--- config.mk ---
export PLATFORM = sky130hd
export DESIGN_NAME = fetch_pc_unit
export DESIGN_NICKNAME = d
export VERILOG_FILES = /design/src/rtl/fetch_pc_unit_pkg.sv /design/src/rtl/fetch_pc_unit_adder.sv /design/src/rtl/fetch_pc_unit.sv
export SDC_FILE = /design/constraint.sdc
export NUM_CORES = 1
export LEC_CHECK = 0
export ABC_CLOCK_PERIOD_IN_PS = 4600
export CORE_ASPECT_RATIO = 0.5
export CORE_MARGIN = 2
export CORE_UTILIZATION = 54
export DETAILED_ROUTE_END_ITERATION = 12
export PLACE_DENSITY = 0.85
export SETUP_SLACK_MARGIN = 0.4
export SKIP_LAST_GASP = 1
export SYNTH_ARGS = -nofsm -noshare
export SYNTH_HDL_FRONTEND = slang
export SYNTH_SLANG_ARGS = --single-unit
--- constraint.sdc ---
create_clock -name clk -period 4.6 [get_ports clk]
set_clock_uncertainty 0.1 [all_clocks]
set_input_delay 1.38 -clock clk [delete_from_list [all_inputs] [get_ports clk]]
set_output_delay 1.38 -clock clk [all_outputs]
set_load 0.01 [all_outputs]
--- src/rtl/fetch_pc_unit_pkg.sv ---
// Shared definitions for the instruction-fetch stage: FSM states, default
// constants and the word-alignment helper.
package fetch_pc_unit_pkg;

    typedef enum logic [1:0] {
        S_REQ  = 2'd0,
        S_WAIT = 2'd1,
        S_FULL = 2'd2
    } fetch_state_t;

    localparam logic [31:0] RESET_VECTOR_DEFAULT = 32'h0000_0000;
    localparam logic [31:0] NOP_INSTR_DEFAULT    = 32'h0000_0013;
    localparam logic [31:0] PC_STEP              = 32'd4;

    function automatic logic [31:0] word_align(input logic [31:0] addr);
        return {addr[31:2], 2'b00};
    endfunction

endpackage

--- src/rtl/fetch_pc_unit_adder.sv ---
// Sequential-PC adder shared with the rest of the core; wraps modulo 2^W.
module fetch_pc_unit_adder #(
    parameter int W = 32
) (
    input  logic [W-1:0] in1,
    input  logic [W-1:0] in2,
    output logic [W-1:0] sum
);

    assign sum = in1 + in2;

endmodule

--- src/rtl/fetch_pc_unit.sv ---
// Instruction-fetch stage: PC register, single-outstanding imem request FSM,
// registered output stage to decode plus a one-entry skid buffer.
module fetch_pc_unit
    import fetch_pc_unit_pkg::*;
#(
    parameter logic [31:0] RESET_VECTOR = RESET_VECTOR_DEFAULT,
    parameter logic [31:0] NOP_INSTR    = NOP_INSTR_DEFAULT
) (
    input  logic        clk,
    input  logic        reset_n,
    input  logic        redirect_valid,
    input  logic [31:0] redirect_target,
    output logic        imem_req_valid,
    output logic [31:0] imem_req_addr,
    input  logic        imem_req_ready,
    input  logic        imem_rsp_valid,
    input  logic [31:0] imem_rsp_data,
    output logic        if_valid,
    output logic [31:0] if_pc,
    output logic [31:0] if_instr,
    input  logic        if_ready
);

    fetch_state_t state_reg, state_next;
    logic [31:0]  pc_reg, pc_next;
    logic [31:0]  pc_plus4;
    logic         kill_reg, kill_next;
    logic         req_valid_reg, req_valid_next;
    logic         if_valid_reg, if_valid_next;
    logic [31:0]  if_pc_reg, if_pc_next;
    logic [31:0]  if_instr_reg, if_instr_next;
    logic         skid_valid_reg, skid_valid_next;
    logic [31:0]  skid_pc_reg, skid_pc_next;
    logic [31:0]  skid_instr_reg, skid_instr_next;
    logic         req_fire;
    logic         consumed;

    fetch_pc_unit_adder #(.W(32)) u_pc_adder (
        .in1 (pc_reg),
        .in2 (PC_STEP),
        .sum (pc_plus4)
    );

    assign req_fire = req_valid_reg && imem_req_ready;
    assign consumed = if_valid_reg && if_ready;

    always_comb begin
        state_next      = state_reg;
        pc_next         = pc_reg;
        kill_next       = kill_reg;
        if_valid_next   = if_valid_reg;
        if_pc_next      = if_pc_reg;
        if_instr_next   = if_instr_reg;
        skid_valid_next = skid_valid_reg;
        skid_pc_next    = skid_pc_reg;
        skid_instr_next = skid_instr_reg;

        if (consumed) begin
            if_valid_next = 1'b0;
            if_instr_next = NOP_INSTR;
        end

        case (state_reg)
            S_REQ: begin
                if (req_fire) begin
                    state_next = S_WAIT;
                end
            end
            S_WAIT: begin
                if (imem_rsp_valid) begin
                    state_next = S_REQ;
                    if (kill_reg) begin
                        kill_next = 1'b0;
                    end else begin
                        pc_next = pc_plus4;
                        if (!if_valid_reg || consumed) begin
                            if_valid_next = 1'b1;
                            if_pc_next    = pc_reg;
                            if_instr_next = imem_rsp_data;
                        end else begin
                            skid_valid_next = 1'b1;
                            skid_pc_next    = pc_reg;
                            skid_instr_next = imem_rsp_data;
                            state_next      = S_FULL;
                        end
                    end
                end
            end
            S_FULL: begin
                if (consumed) begin
                    if_valid_next   = 1'b1;
                    if_pc_next      = skid_pc_reg;
                    if_instr_next   = skid_instr_reg;
                    skid_valid_next = 1'b0;
                    state_next      = S_REQ;
                end
            end
            default: state_next = S_REQ;
        endcase

        // Redirect overrides everything decided above.
        if (redirect_valid) begin
            pc_next         = word_align(redirect_target);
            if_valid_next   = 1'b0;
            if_instr_next   = NOP_INSTR;
            skid_valid_next = 1'b0;
            case (state_reg)
                S_REQ: begin
                    if (req_fire) begin
                        kill_next  = 1'b1;
                        state_next = S_WAIT;
                    end else begin
                        state_next = S_REQ;
                    end
                end
                S_WAIT: begin
                    if (imem_rsp_valid) begin
                        kill_next  = 1'b0;
                        state_next = S_REQ;
                    end else begin
                        kill_next  = 1'b1;
                        state_next = S_WAIT;
                    end
                end
                default: state_next = S_REQ;
            endcase
        end

        // An unaccepted request withdrawn by redirect stays low for one cycle.
        req_valid_next = (state_next == S_REQ) &&
                         !(redirect_valid && (state_reg == S_REQ) && !req_fire);
    end

    always_ff @(posedge clk or negedge reset_n) begin
        if (!reset_n) begin
            state_reg      <= S_REQ;
            pc_reg         <= RESET_VECTOR;
            kill_reg       <= 1'b0;
            req_valid_reg  <= 1'b0;
            if_valid_reg   <= 1'b0;
            if_pc_reg      <= 32'h0000_0000;
            if_instr_reg   <= NOP_INSTR;
            skid_valid_reg <= 1'b0;
            skid_pc_reg    <= 32'h0000_0000;
            skid_instr_reg <= NOP_INSTR;
        end else begin
            state_reg      <= state_next;
            pc_reg         <= pc_next;
            kill_reg       <= kill_next;
            req_valid_reg  <= req_valid_next;
            if_valid_reg   <= if_valid_next;
            if_pc_reg      <= if_pc_next;
            if_instr_reg   <= if_instr_next;
            skid_valid_reg <= skid_valid_next;
            skid_pc_reg    <= skid_pc_next;
            skid_instr_reg <= skid_instr_next;
        end
    end

    assign imem_req_valid = req_valid_reg;
    assign imem_req_addr  = pc_reg;
    assign if_valid       = if_valid_reg;
    assign if_pc          = if_pc_reg;
    assign if_instr       = if_instr_reg;

endmodule

==> out/qor.json, run 1 <==
{
  "hold_buffers": {"value": 0},
  "fmax": {"value": 285, "unit": "MHz"},
  "ys.flop_type": {"value": "sky130_fd_sc_hd__dfrtp_1"},
  "wirelength": {"value": 18000, "unit": "um"},
  "detail-route-antenna-nets": {"value": 0},
  "synth_simple_gate_area_frac": {"value": 0.0922},
  "vias": {"value": 5651},
  "highest_layer": {"value": "met4"},
  "synth.top_cell.area_share": {"value": 0.522},
  "crit_path_start_kind": {"value": "input pin"},
  "slew_headroom": {"value": 0.313},
  "complex_gate_fraction_of_the_synthesized_area": {"value": 0.129},
  "ys_ff_latch": {"value": 159},
  "place.gp.congestion": {"value": 0.773},
  "wl_met1": {"value": 7850, "unit": "um"},
  "io_buffers": {"value": 161},
  "cts_inserted_buffers": {"value": 17},
  "finalSetupViolations": {"value": 0},
  "stdcell_count": {"value": 950},
  "placedCellCount": {"value": 918},
  "unrepaired_setup_endpoints_after_global_routing": {"value": "false"},
  "synth_top_cells_by_area": {"value": "sky130_fd_sc_hd__dfrtp_1 52%, sky130_fd_sc_hd__mux2_2 18%, sky130_fd_sc_hd__o2bb2ai_1 3.5%, sky130_fd_sc_hd__a22oi_1 3.2%, sky130_fd_sc_hd__o21ai_0 2.4%"},
  "status": {"value": "completed"},
  "power_leakage": {"value": 4.06, "unit": "nW"},
  "globalRouteOverflowTotal": {"value": 0},
  "cts.path.max_buffers": {"value": 2},
  "worstPathCellList": {"value": "clkdlybuf4s50_1, nand4b_1, or4_1, or3_1, a31oi_1"},
  "clock_sink_count": {"value": 159},
  "syn_inst": {"value": 612},
  "route.detailed.wl_per_inst": {"value": 19.0, "unit": "um"},
  "fp.coreArea": {"value": 0.0134, "unit": "sq mm"},
  "pwr_density_cell": {"value": 451, "unit": "mW/mm^2"},
  "tritoncts": {"value": "yes"},
  "met3WireLength": {"value": 740, "unit": "um"},
  "clock_latency": {"value": 0.42, "unit": "ns"},
  "detailedPlacementHpwl": {"value": 11600, "unit": "um"},
  "fraction_of_final_layout_cells_sized_beyond_drive_strength_1": {"value": 0.229},
  "worst_reg_to_reg_setup_slack": {"value": 1.40, "unit": "ns"},
  "kind_of_end_point_of_the_critical_path": {"value": "flip-flop"},
  "worstPathArrival": {"value": 3.73, "unit": "ns"},
  "cts.repair_timing.setup_buffer_count": {"value": 0},
  "fin_worst_hold_slack": {"value": 0.388, "unit": "ns"},
  "report.final.hold_viol_count": {"value": 0},
  "layout.nets": {"value": 836},
  "finalCritPeriodShare": {"value": 0.762},
  "cp_slowest_cell": {"value": "sky130_fd_sc_hd__or4_1"},
  "ir_drop": {"value": 0.196, "unit": "mV"},
  "synth.cell_area": {"value": 0.00733, "unit": "sq mm"},
  "dr.pass1.iters": {"value": 4},
  "antenna_diode_count": {"value": 0},
  "remaining_drc_errors": {"value": 0},
  "route.detailed.vias_per_inst": {"value": 5.95},
  "critical_path.max_fanout": {"value": 11},
  "fin_crit": {"value": 3.50, "unit": "ns"},
  "synthMuxAreaShare": {"value": 0.177},
  "cts_root_buf": {"value": "sky130_fd_sc_hd__clkbuf_16"},
  "postLayoutSetupSlackWorst": {"value": 1.10, "unit": "ns"},
  "largest_family_of_logic_cells_by_synthesized_area": {"value": "multiplexers"},
  "start_util": {"value": 0.547},
  "syn-mean-instance-area": {"value": 12.0, "unit": "sq um"},
  "preCtsSetupSlack": {"value": 0.693, "unit": "ns"},
  "fp.dieW": {"value": 169, "unit": "um"},
  "cpPeakStageDelay": {"value": 0.76, "unit": "ns"},
  "worst-endpoint-required": {"value": 4.83, "unit": "ns"},
  "fillCellCount": {"value": 868},
  "grt_first_pass_wirelength": {"value": 29200, "unit": "um"},
  "crit_type": {"value": "in -> reg"},
  "synth-edff-count": {"value": 0},
  "met2RoutedLength": {"value": 9150, "unit": "um"},
  "async_reset_ff_frac": {"value": 1.00},
  "grt_start_max_net_pins": {"value": 89},
  "dieArea": {"value": 0.0146, "unit": "sq mm"},
  "die_h": {"value": 86.4, "unit": "um"},
  "adder_cell_share_of_the_synthesized_area": {"value": 0.00854},
  "cts.clk_slew.worst_paths": {"value": 0.06, "unit": "ns"},
  "max-cap-violations": {"value": 0},
  "ys_seq_area_frac": {"value": 0.544},
  "ios": {"value": 168},
  "report.final.slew_viol_count": {"value": 0},
  "via_count_of_the_first_global_routing_pass": {"value": 5768},
  "worst-slew-pin-transition": {"value": 1.03, "unit": "ns"},
  "synthDominantAreaCellType": {"value": "sky130_fd_sc_hd__dfrtp_1"},
  "synth_xor_xnor_area_share": {"value": 0.0155},
  "detail_route.iter0.violations": {"value": 393},
  "synth_warnings": {"value": 0},
  "area_delta_synth_final": {"value": 33.6, "unit": "%"},
  "global_route.usage.total": {"value": 0.254},
  "antenna_found_initial": {"value": 0},
  "fin_util": {"value": 0.731},
  "totalNegativeSetupSlack": {"value": 0, "unit": "ns"},
  "yosysUniqueCellTypes": {"value": 48},
  "num_rows": {"value": 30},
  "htree_num_levels": {"value": 4},
  "cts-resized-gates": {"value": 0},
  "holdCritPathClass": {"value": "reg -> reg"}
}
==> cells by family (layout without fill, tap and decap cells) <==
logic type | Yosys count | in the layout
flip-flops | 159 | 159
XOR/XNOR | 13 | 13
multiplexers | 115 | 115
AND/OR/NAND/NOR | 127 | 127
buffers and inverters | 57 | 216
AO/OA/AOI/OAI | 135 | 135
other | 1 | 4
adder cells (fa/ha/maj) | 5 | 5
==> Yosys cell counts, types with 2 or more instances <==
cell and count:
sky130_fd_sc_hd__a211oi_1 2, sky130_fd_sc_hd__a31oi_1 15, sky130_fd_sc_hd__nand2b_1 2, sky130_fd_sc_hd__nand2_1 41, sky130_fd_sc_hd__a21boi_0 2, sky130_fd_sc_hd__buf_4 5, sky130_fd_sc_hd__ha_1 5, sky130_fd_sc_hd__nand4_1 8
sky130_fd_sc_hd__or4_4 3, sky130_fd_sc_hd__o211ai_1 3, sky130_fd_sc_hd__nand3_1 11, sky130_fd_sc_hd__a22oi_1 31, sky130_fd_sc_hd__nor3_1 4, sky130_fd_sc_hd__a21oi_1 3, sky130_fd_sc_hd__a311o_1 2, sky130_fd_sc_hd__o2bb2ai_1 29
sky130_fd_sc_hd__inv_1 10, sky130_fd_sc_hd__nor2_1 19, sky130_fd_sc_hd__o31ai_1 8, sky130_fd_sc_hd__or4_1 11, sky130_fd_sc_hd__buf_2 6, sky130_fd_sc_hd__dfrtp_1 153, sky130_fd_sc_hd__xnor2_1 10, sky130_fd_sc_hd__dfstp_2 6
sky130_fd_sc_hd__and4_1 2, sky130_fd_sc_hd__or3_1 12, sky130_fd_sc_hd__clkbuf_1 34, sky130_fd_sc_hd__nor4_1 3, sky130_fd_sc_hd__nor2b_1 4, sky130_fd_sc_hd__mux2_2 114, sky130_fd_sc_hd__xor2_1 3, sky130_fd_sc_hd__o21ai_0 35
==> cell usage in the layout, fill, tap and decap left out, types with 3 or more instances in the layout <==
| cell | netlist | routed |
|---|---|---|
| sky130_fd_sc_hd__xor2_1 | 3 | 3 |
| sky130_fd_sc_hd__inv_1 | 10 | 10 |
| sky130_fd_sc_hd__o211ai_1 | 3 | 3 |
| sky130_fd_sc_hd__xnor2_1 | 10 | 10 |
| sky130_fd_sc_hd__dfrtp_1 | 153 | 153 |
| sky130_fd_sc_hd__buf_12 | 0 | 3 |
| sky130_fd_sc_hd__buf_4 | 5 | 10 |
| sky130_fd_sc_hd__nor2_1 | 19 | 16 |
| sky130_fd_sc_hd__a22oi_1 | 31 | 31 |
| sky130_fd_sc_hd__nand4_1 | 8 | 8 |
| sky130_fd_sc_hd__dfstp_2 | 6 | 6 |
| sky130_fd_sc_hd__conb_1 | 1 | 4 |
| sky130_fd_sc_hd__o21ai_0 | 35 | 35 |
| sky130_fd_sc_hd__nand3_1 | 11 | 11 |
| sky130_fd_sc_hd__nor2b_1 | 4 | 4 |
| sky130_fd_sc_hd__clkdlybuf4s50_1 | 0 | 160 |
| sky130_fd_sc_hd__a21oi_1 | 3 | 3 |
| sky130_fd_sc_hd__ha_1 | 5 | 4 |
| sky130_fd_sc_hd__nand2_1 | 41 | 41 |
| sky130_fd_sc_hd__bufinv_16 | 0 | 4 |
| sky130_fd_sc_hd__mux2_2 | 114 | 114 |
| sky130_fd_sc_hd__o2bb2ai_1 | 29 | 29 |
| sky130_fd_sc_hd__or4_4 | 3 | 3 |
| sky130_fd_sc_hd__or4_1 | 11 | 11 |
| sky130_fd_sc_hd__or3_1 | 12 | 12 |
| sky130_fd_sc_hd__a31oi_1 | 15 | 15 |
| sky130_fd_sc_hd__nor3_1 | 4 | 4 |
| sky130_fd_sc_hd__nor4_1 | 3 | 3 |
| sky130_fd_sc_hd__clkinv_4 | 0 | 4 |
| sky130_fd_sc_hd__clkbuf_16 | 0 | 17 |
| sky130_fd_sc_hd__o31ai_1 | 8 | 8 |
==> through the flow <==
stage / instance area [sq um] / total power, mW
2_1_floorplan: 7340 / 2.31
3_5_place_dp: 9150 / 2.92
5_1_grt: 9790 / 4.61
3_3_place_gp: 9150 / 2.88
6_report: 9790 / 4.42
4_1_cts: 9790 / 4.45
==> layer usage <==
metal  track usage  vias up
met5             0        -
met4         0.101        0
met3        0.0447       26
met2         0.432      161
met1         0.331     2901
li1              -     2563
==> where the power goes <==
group / total [mW] / leakage [nW] / internal, mW / switching [mW]
clock: 1.52 / 0.308 / 0.946 / 0.573
combinational: 1.10 / 1.69 / 0.624 / 0.478
sequential: 1.80 / 2.06 / 1.63 / 0.167
total: 4.42 / 4.06 / 3.20 / 1.22
==> cell type report <==
type	count	area, sq um	share of cell area
Multi-Input combinational cell	399	3160	0.323
Inverter	10	37.5	0.00383
Timing Repair Buffer	174	1750	0.179
Tap cell	176	220	0.0225
Sequential cell	159	3990	0.407
Clock inverter	11	180	0.0184
Clock buffer	21	460	0.0470
==> final timing paths <==
| kind | startpoint | end | cells after the start |
|---|---|---|---|
| worst max register to register | state_reg[0]$_DFF_PN0_ | if_pc[10]$_DFFE_PN0P_ | 7 |
| worst min-delay path | if_instr[12]$_DFF_PN0_ | if_instr[12]$_DFF_PN0_ | 1 |
| min in group asynchronous | reset_n | skid_instr_reg[7]$_DFFE_PN0P_ | 1 |
| max in group asynchronous | reset_n | if_pc[22]$_DFFE_PN0P_ | 3 |
| worst min register to register | if_instr[12]$_DFF_PN0_ | if_instr[12]$_DFF_PN0_ | 1 |
| worst max-delay path | imem_rsp_valid | imem_req_addr[20]$_DFFE_PN0P_ | 5 |
==> critical path: cells and delay by family <==
kind	cells	cell delay [ns]
AOI/OAI and AO/OA	1	0.20
buffers and inverters	1	0.58
and+or+nand+nor	3	1.56
Note: power is estimated with default switching activity, not from simulation.
==> run 2, diff against run 1 <==
Settings changed: ABC_CLOCK_PERIOD_IN_PS 4600 to 3080, CORE_UTILIZATION 54 to 46, PLACE_DENSITY 0.85 to 0.77.
Clock period 4.6 ns to 3.08 ns, I/O delays scaled along.
==> out/qor.json, run 2 (same netlist as run 1, synthesis figures left out) <==
{
  "status": {"value": "completed"},
  "netSwitchingFraction": {"value": 0.284, "change": "+0.00820"},
  "grt_start_max_net_pins": {"value": 54, "change": "-39%"},
  "kind_of_end_point_of_the_critical_path": {"value": "output pin"},
  "ios": {"value": 168, "change": "unchanged"},
  "fillCellCount": {"value": 1185, "change": "+37%"},
  "fin_crit": {"value": 2.56, "unit": "ns"},
  "cp_slowest_cell": {"value": "sky130_fd_sc_hd__clkdlybuf4s50_1"},
  "cts.clk_slew.worst_paths": {"value": 0.06, "unit": "ns", "change": "about the same"},
  "via_count_of_the_first_global_routing_pass": {"value": 5849, "change": "+1.4%"},
  "finalCritPeriodShare": {"value": 0.832},
  "report.final.slew_viol_count": {"value": 0, "change": "unchanged"},
  "p_switching": {"value": 1.86, "unit": "mW", "change": "+53%"},
  "critical_path.top_delay_family": {"value": "buffers and inverters"},
  "unrepaired_setup_endpoints_after_global_routing": {"value": "false"},
  "clock_sink_count": {"value": 159, "change": "unchanged"},
  "cts_inserted_buffers": {"value": 17, "change": "unchanged"},
  "area_delta_synth_final": {"value": 35.7, "unit": "%"},
  "fp.coreArea": {"value": 0.0155, "unit": "sq mm", "change": "+16%"},
  "num_rows": {"value": 32, "change": "+6.7%"},
  "global_route.usage.total": {"value": 0.224, "change": "-0.0300"},
  "worstPathArrival": {"value": 1.54, "unit": "ns", "change": "-2.19 ns"},
  "fmax": {"value": 390, "unit": "MHz"},
  "fp.dieW": {"value": 183, "unit": "um", "change": "+8.2%"},
  "fraction_of_final_layout_cells_sized_beyond_drive_strength_1": {"value": 0.251, "change": "+0.0223"},
  "route.detailed.wl_per_inst": {"value": 18.6, "unit": "um", "change": "-2.3%"},
  "pwr-share-comb": {"value": 0.257, "change": "+0.008"},
  "worst-endpoint-required": {"value": 2.06, "unit": "ns", "change": "-2.77 ns"},
  "start_util": {"value": 0.473, "change": "-0.0739"},
  "mostFrequentLayoutCell": {"value": "sky130_fd_sc_hd__clkdlybuf4s50_1"},
  "critical_path.max_fanout": {"value": 8, "change": "-3"},
  "report.final.hold_viol_count": {"value": 0, "change": "unchanged"},
  "critical_path_buf_inv_count": {"value": 1, "change": "unchanged"},
  "antenna_found_initial": {"value": 0, "change": "unchanged"},
  "grt_first_pass_wirelength": {"value": 30000, "unit": "um", "change": "+2.7%"},
  "crit_path_start_kind": {"value": "flip-flop"},
  "vias": {"value": 5658, "change": "+0.12%"},
  "preCtsSetupSlack": {"value": -0.00724, "unit": "ns", "change": "-0.700 ns"},
  "cpPeakStageDelay": {"value": 0.60, "unit": "ns", "change": "-0.16 ns"},
  "tritoncts": {"value": "yes"},
  "remaining_drc_errors": {"value": 0, "change": "unchanged"},
  "dieArea": {"value": 0.0170, "unit": "sq mm", "change": "+17%"},
  "totalNegativeSetupSlack": {"value": 0, "unit": "ns", "change": "unchanged"},
  "wirelength": {"value": 18400, "unit": "um", "change": "+2.1%"},
  "pwr_density_cell": {"value": 658, "unit": "mW/mm^2", "change": "+46%"},
  "clock_power_share": {"value": 0.333, "change": "-0.011"},
  "antenna_diode_count": {"value": 0, "change": "unchanged"},
  "ir_drop": {"value": 0.419, "unit": "mV", "change": "+110%"},
  "route.detailed.vias_per_inst": {"value": 5.70, "change": "-4.2%"},
  "power.internal": {"value": 4.69, "unit": "mW", "change": "+47%"},
  "hold_buffers": {"value": 0, "change": "unchanged"},
  "max-cap-violations": {"value": 0, "change": "unchanged"},
  "dr.pass1.iters": {"value": 5, "change": "+1"},
  "io_buffers": {"value": 161, "change": "unchanged"},
  "postLayoutSetupSlackWorst": {"value": 0.518, "unit": "ns", "change": "-0.579 ns"},
  "crit_type": {"value": "reg -> out"},
  "most-common-layout-cells": {"value": "159 x sky130_fd_sc_hd__clkdlybuf4s50_1, 152 x sky130_fd_sc_hd__dfrtp_1, 114 x sky130_fd_sc_hd__mux2_2"},
  "power_leakage": {"value": 4.14, "unit": "nW", "change": "+2.0%"},
  "holdCritPathClass": {"value": "in -> async"},
  "fin_worst_hold_slack": {"value": 0.342, "unit": "ns", "change": "-0.0457 ns"},
  "finalSetupViolations": {"value": 0, "change": "unchanged"},
  "power_frac_seq": {"value": 0.410, "change": "+0.003"},
  "place.gp.congestion": {"value": 0.784, "change": "+1.5%"},
  "cts_root_buf": {"value": "sky130_fd_sc_hd__clkbuf_16"},
  "worstPathCellList": {"value": "clkdlybuf4s50_1"},
  "htree_num_levels": {"value": 4, "change": "unchanged"},
  "detailedPlacementHpwl": {"value": 12300, "unit": "um", "change": "+5.9%"},
  "cts.path.max_buffers": {"value": 2, "change": "unchanged"},
  "globalRouteOverflowTotal": {"value": 0, "change": "unchanged"},
  "clock_latency": {"value": 0.42, "unit": "ns", "change": "about the same"},
  "detail_route.iter0.violations": {"value": 264, "change": "-33%"},
  "layout.nets": {"value": 851, "change": "+1.8%"},
  "die_h": {"value": 93.3, "unit": "um", "change": "+8.0%"},
  "detail-route-antenna-nets": {"value": 0, "change": "unchanged"}
}
-- run 2: changes by cell type in the layout (fill, tap and decap cells not counted), sizes merged --
cell	delta
buf	+15
clkbuf	-4
clkinv	+3
inv	+2
bufinv	-1
clkdlybuf4s50	-1
dlymetal6s2s	+1
-- run 2: what timing repair did --
item	in CTS	in global routing
endpoints found under the setup margin	0	11
setup buffers	0	1
resized for setup	0	5
-- run 2: routing by layer --
| layer | part of all wire | GRT usage | up-vias |
|---|---|---|---|
| met2 | 0.50 | 0.387 | 142 |
| met5 | 0 | 0 | - |
| met4 | 0.013 | 0.0699 | 0 |
| li1 | - | - | 2595 |
| met3 | 0.038 | 0.0389 | 20 |
| met1 | 0.45 | 0.292 | 2901 |
-- run 2: per-stage QoR --
stage          std cells  utilization  total power, mW  instance area [sq um]
2_1_floorplan        615            -             3.45                   7340
3_3_place_gp         960        0.601             4.35                   9320
3_5_place_dp         960        0.601             4.41                   9320
4_1_cts              992        0.641             6.60                   9930
5_1_grt              993        0.642             6.85                   9950
6_report             993        0.642             6.55                   9950
-- run 2: worst paths after layout --
kind                                                   start                            end  slack, ns  cells after the start
worst max-delay path            imem_req_addr[4]$_DFFE_PN0P_               imem_req_addr[4]       0.52                      1
max in group asynchronous                            reset_n         if_instr[31]$_DFF_PN0_       1.72                      2
worst min register to register         if_instr[5]$_DFF_PN0_          if_instr[5]$_DFF_PN0_       0.39                      1
min in group clk                       if_instr[5]$_DFF_PN0_          if_instr[5]$_DFF_PN0_       0.39                      1
worst min-delay path                                 reset_n  skid_instr_reg[9]$_DFFE_PN0P_       0.34                      1
worst max register to register        state_reg[1]$_DFF_PN0_  imem_req_addr[25]$_DFFE_PN0P_       0.54                      7
-- run 2: area by class of cell --
| cell class | instances | area, sq um | area share |
|---|---|---|---|
| clock buffer | 17 | 425 | 0.0428 |
| clock inverter | 15 | 185 | 0.0186 |
| inverter | 10 | 37.5 | 0.00377 |
| multi-input combinational | 399 | 3170 | 0.319 |
| sequential | 159 | 3990 | 0.401 |
| tap | 204 | 255 | 0.0257 |
| timing repair buffer | 189 | 1890 | 0.190 |
-- run 2: power groups by stage --
stage / registers [mW] / clock network, mW / logic [mW]
after CTS: 2.68 / 2.22 / 1.70
final: 2.68 / 2.18 / 1.68
after global routing: 2.73 / 2.32 / 1.80
after global placement: 2.70 / 0 / 1.65
after detailed placement: 2.72 / 0 / 1.69
after floorplan: 2.79 / 0 / 0.657
==> run 3, diff against run 2 <==
Settings changed: ABC_CLOCK_PERIOD_IN_PS 3080 to 2500, CORE_UTILIZATION 46 to 50, PLACE_DENSITY 0.77 to 0.8.
Clock period 3.08 ns to 2.5 ns, I/O delays scaled along.
==> out/qor.json, run 3 (same netlist as run 1, synthesis figures left out) <==
{
  "r2r_cells": {"value": 8, "change": "+1"},
  "cts_root_buf": {"value": "sky130_fd_sc_hd__clkbuf_16"},
  "wirelength": {"value": 22900, "unit": "um", "change": "+24%"},
  "remaining_drc_errors": {"value": 0, "change": "unchanged"},
  "netSwitchingFraction": {"value": 0.288, "change": "+0.00413"},
  "power_leakage": {"value": 5.00, "unit": "nW", "change": "+21%"},
  "cts_inserted_buffers": {"value": 17, "change": "unchanged"},
  "finalSetupViolations": {"value": 0, "change": "unchanged"},
  "worst_r2r_endpoint": {"value": "imem_req_addr[28]$_DFFE_PN0P_"},
  "fraction_of_final_layout_cells_sized_beyond_drive_strength_1": {"value": 0.371, "change": "+0.120"},
  "critical_path.max_fanout": {"value": 5, "change": "-3"},
  "detail_route.iter0.violations": {"value": 490, "change": "+86%"},
  "report.final.hold_viol_count": {"value": 0, "change": "unchanged"},
  "ir_drop": {"value": 0.560, "unit": "mV", "change": "+34%"},
  "vias": {"value": 6296, "change": "+11%"},
  "dieArea": {"value": 0.0157, "unit": "sq mm", "change": "-7.7%"},
  "io_buffers": {"value": 161, "change": "unchanged"},
  "die_h": {"value": 89.6, "unit": "um", "change": "-3.9%"},
  "kind_of_end_point_of_the_critical_path": {"value": "flip-flop"},
  "tritoncts": {"value": "yes"},
  "clock_sink_count": {"value": 159, "change": "unchanged"},
  "power.internal": {"value": 6.12, "unit": "mW", "change": "+30%"},
  "fmax": {"value": 424, "unit": "MHz"},
  "status": {"value": "completed"},
  "worst-slew-pin-transition": {"value": 0.494, "unit": "ns"},
  "globalRouteOverflowTotal": {"value": 0, "change": "unchanged"},
  "worst-endpoint-required": {"value": 2.75, "unit": "ns", "change": "+0.69 ns"},
  "cts.clk_slew.worst_paths": {"value": 0.06, "unit": "ns", "change": "about the same"},
  "clock_power_share": {"value": 0.313, "change": "-0.020"},
  "clock_latency": {"value": 0.42, "unit": "ns", "change": "about the same"},
  "report.final.slew_viol_count": {"value": 0, "change": "unchanged"},
  "crit_path_start_kind": {"value": "flip-flop"},
  "hold_buffers": {"value": 0, "change": "unchanged"},
  "worst_r2r_startpoint": {"value": "state_reg[1]$_DFF_PN0_"},
  "mostFrequentLayoutCell": {"value": "sky130_fd_sc_hd__dfrtp_1"},
  "ios": {"value": 168, "change": "unchanged"},
  "holdCritPathClass": {"value": "in -> async"},
  "start_util": {"value": 0.509, "change": "+0.0363"},
  "slew_headroom": {"value": 0.668},
  "fp.coreArea": {"value": 0.0144, "unit": "sq mm", "change": "-7.1%"},
  "via_count_of_the_first_global_routing_pass": {"value": 6239, "change": "+6.7%"},
  "htree_num_levels": {"value": 4, "change": "unchanged"},
  "fin_crit": {"value": 2.36, "unit": "ns"},
  "max-cap-violations": {"value": 0, "change": "unchanged"},
  "crit_path_start": {"value": "state_reg[1]$_DFF_PN0_"},
  "route.detailed.vias_per_inst": {"value": 5.90, "change": "+3.6%"},
  "grt_start_max_net_pins": {"value": 51, "change": "-5.6%"},
  "global_route.usage.total": {"value": 0.275, "change": "+0.0509"},
  "detailedPlacementHpwl": {"value": 12400, "unit": "um", "change": "+1.1%"},
  "worst_reg_to_reg_setup_slack": {"value": 0.14, "unit": "ns", "change": "-0.40 ns"},
  "fin_util": {"value": 0.770, "change": "+0.128"},
  "power_frac_seq": {"value": 0.384, "change": "-0.026"},
  "fillCellCount": {"value": 832, "change": "-30%"},
  "fp.dieW": {"value": 175, "unit": "um", "change": "-4.0%"},
  "pwr_density_cell": {"value": 775, "unit": "mW/mm^2", "change": "+18%"},
  "unrepaired_setup_endpoints_after_global_routing": {"value": "true"},
  "fin_worst_hold_slack": {"value": 0.154, "unit": "ns", "change": "-0.188 ns"},
  "antenna_diode_count": {"value": 0, "change": "unchanged"},
  "postLayoutSetupSlackWorst": {"value": 0.143, "unit": "ns", "change": "-0.375 ns"},
  "antenna_found_initial": {"value": 0, "change": "unchanged"},
  "grt_first_pass_wirelength": {"value": 33500, "unit": "um", "change": "+11%"},
  "num_rows": {"value": 31, "change": "-3.1%"},
  "place.gp.congestion": {"value": 0.812, "change": "+3.6%"},
  "worstPathArrival": {"value": 2.60, "unit": "ns", "change": "+1.06 ns"},
  "p_switching": {"value": 2.47, "unit": "mW", "change": "+33%"},
  "detail-route-antenna-nets": {"value": 0, "change": "unchanged"},
  "pwr-share-comb": {"value": 0.303, "change": "+0.046"},
  "finalCritPeriodShare": {"value": 0.943},
  "most-common-layout-cells": {"value": "136 x sky130_fd_sc_hd__dfrtp_1, 84 x sky130_fd_sc_hd__mux2_2, 84 x sky130_fd_sc_hd__dlygate4sd2_1"},
  "preCtsSetupSlack": {"value": -0.330, "unit": "ns", "change": "-0.323 ns"},
  "area_delta_synth_final": {"value": 51.1, "unit": "%"},
  "crit_type": {"value": "reg -> reg"},
  "route.detailed.wl_per_inst": {"value": 21.4, "unit": "um", "change": "+15%"},
  "layout.nets": {"value": 931, "change": "+9.4%"},
  "cts.path.max_buffers": {"value": 2, "change": "unchanged"},
  "dr.pass1.iters": {"value": 5, "change": "unchanged"}
}
-- run 3: cell types whose count changed in the layout (fill, tap and decap cells not counted), sizes merged --
cell           before  now
clkinv              7    4
or4                14   15
clkdlybuf4s50     159   64
clkdlybuf4s15       0    9
clkinvlp            1    3
buf                29  104
bufbuf              0    1
inv                14   10
dlygate4sd2         0   84
clkbuf             17   27
-- run 3: worst max-delay path: stages, from the launching register on --
cell	delay, ns
sky130_fd_sc_hd__dfrtp_1	0.42
sky130_fd_sc_hd__inv_2	0.11
sky130_fd_sc_hd__ha_4	0.15
sky130_fd_sc_hd__buf_6	0.10
sky130_fd_sc_hd__nand3b_4	0.09
sky130_fd_sc_hd__buf_6	0.12
sky130_fd_sc_hd__or4_4	0.46
sky130_fd_sc_hd__or4_4	0.53
sky130_fd_sc_hd__a31oi_4	0.20
-- run 3: power by group through the flow --
stage | logic, mW | clock network [mW] | registers (mW)
floorplan | 0.824 | 0 | 3.44
global placement | 2.11 | 0 | 3.30
detailed placement | 2.16 | 0 | 3.33
CTS | 2.44 | 2.70 | 3.28
global route | 2.76 | 2.82 | 3.34
finish | 2.60 | 2.69 | 3.30
-- run 3: per-layer routing --
layer  global-route usage  part of all wire
met1                0.344              0.40
met5                    0                 0
met4                0.106             0.031
met3               0.0581             0.058
met2                0.483              0.51
-- run 3: how the worst max path moves through the flow --
| stage | to | slack (ns) | depth (start not counted) |
|---|---|---|---|
| final | imem_req_addr[28]$_DFFE_PN0P_ | 0.14 | 8 |
| after global routing | imem_req_addr[28]$_DFFE_PN0P_ | 0.10 | 8 |
| after CTS | if_valid | 0.14 | 1 |
| after detailed placement | imem_req_addr[16]$_DFFE_PN0P_ | -0.33 | 6 |
| after global placement | imem_req_addr[18]$_DFFE_PN0P_ | -0.29 | 6 |
| after floorplan | imem_req_addr[31]$_DFFE_PN0P_ | 0.23 | 6 |
-- run 3: through the flow --
stage / instances / power, mW / setup TNS [ns] / area [sq um]
floorplan: 615 / 4.26 / 0 / 7370
global placement: 974 / 5.42 / -13.60 / 9530
detailed placement: 974 / 5.49 / -18.84 / 9530
CTS: 1045 / 8.41 / 0 / 10700
global route: 1067 / 8.92 / 0 / 11100
finish: 1067 / 8.59 / 0 / 11100
-- run 3: layout make-up --
| type | count | area, sq um | area share |
|---|---|---|---|
| Timing Repair Buffer | 268 | 2710 | 0.244 |
| Multi-Input combinational cell | 400 | 3470 | 0.313 |
| Clock buffer | 22 | 474 | 0.0428 |
| Sequential cell | 159 | 4010 | 0.362 |
| Tap cell | 198 | 248 | 0.0224 |
| Clock inverter | 10 | 136 | 0.0123 |
| Inverter | 10 | 37.5 | 0.00339 |
-- run 3: timing repair --
action,4_1_cts,5_1_grt
pin swaps,15,29
resized for setup,169,53
gates cloned,7,3
setup buffers,32,19
setup endpoints to repair,235,118
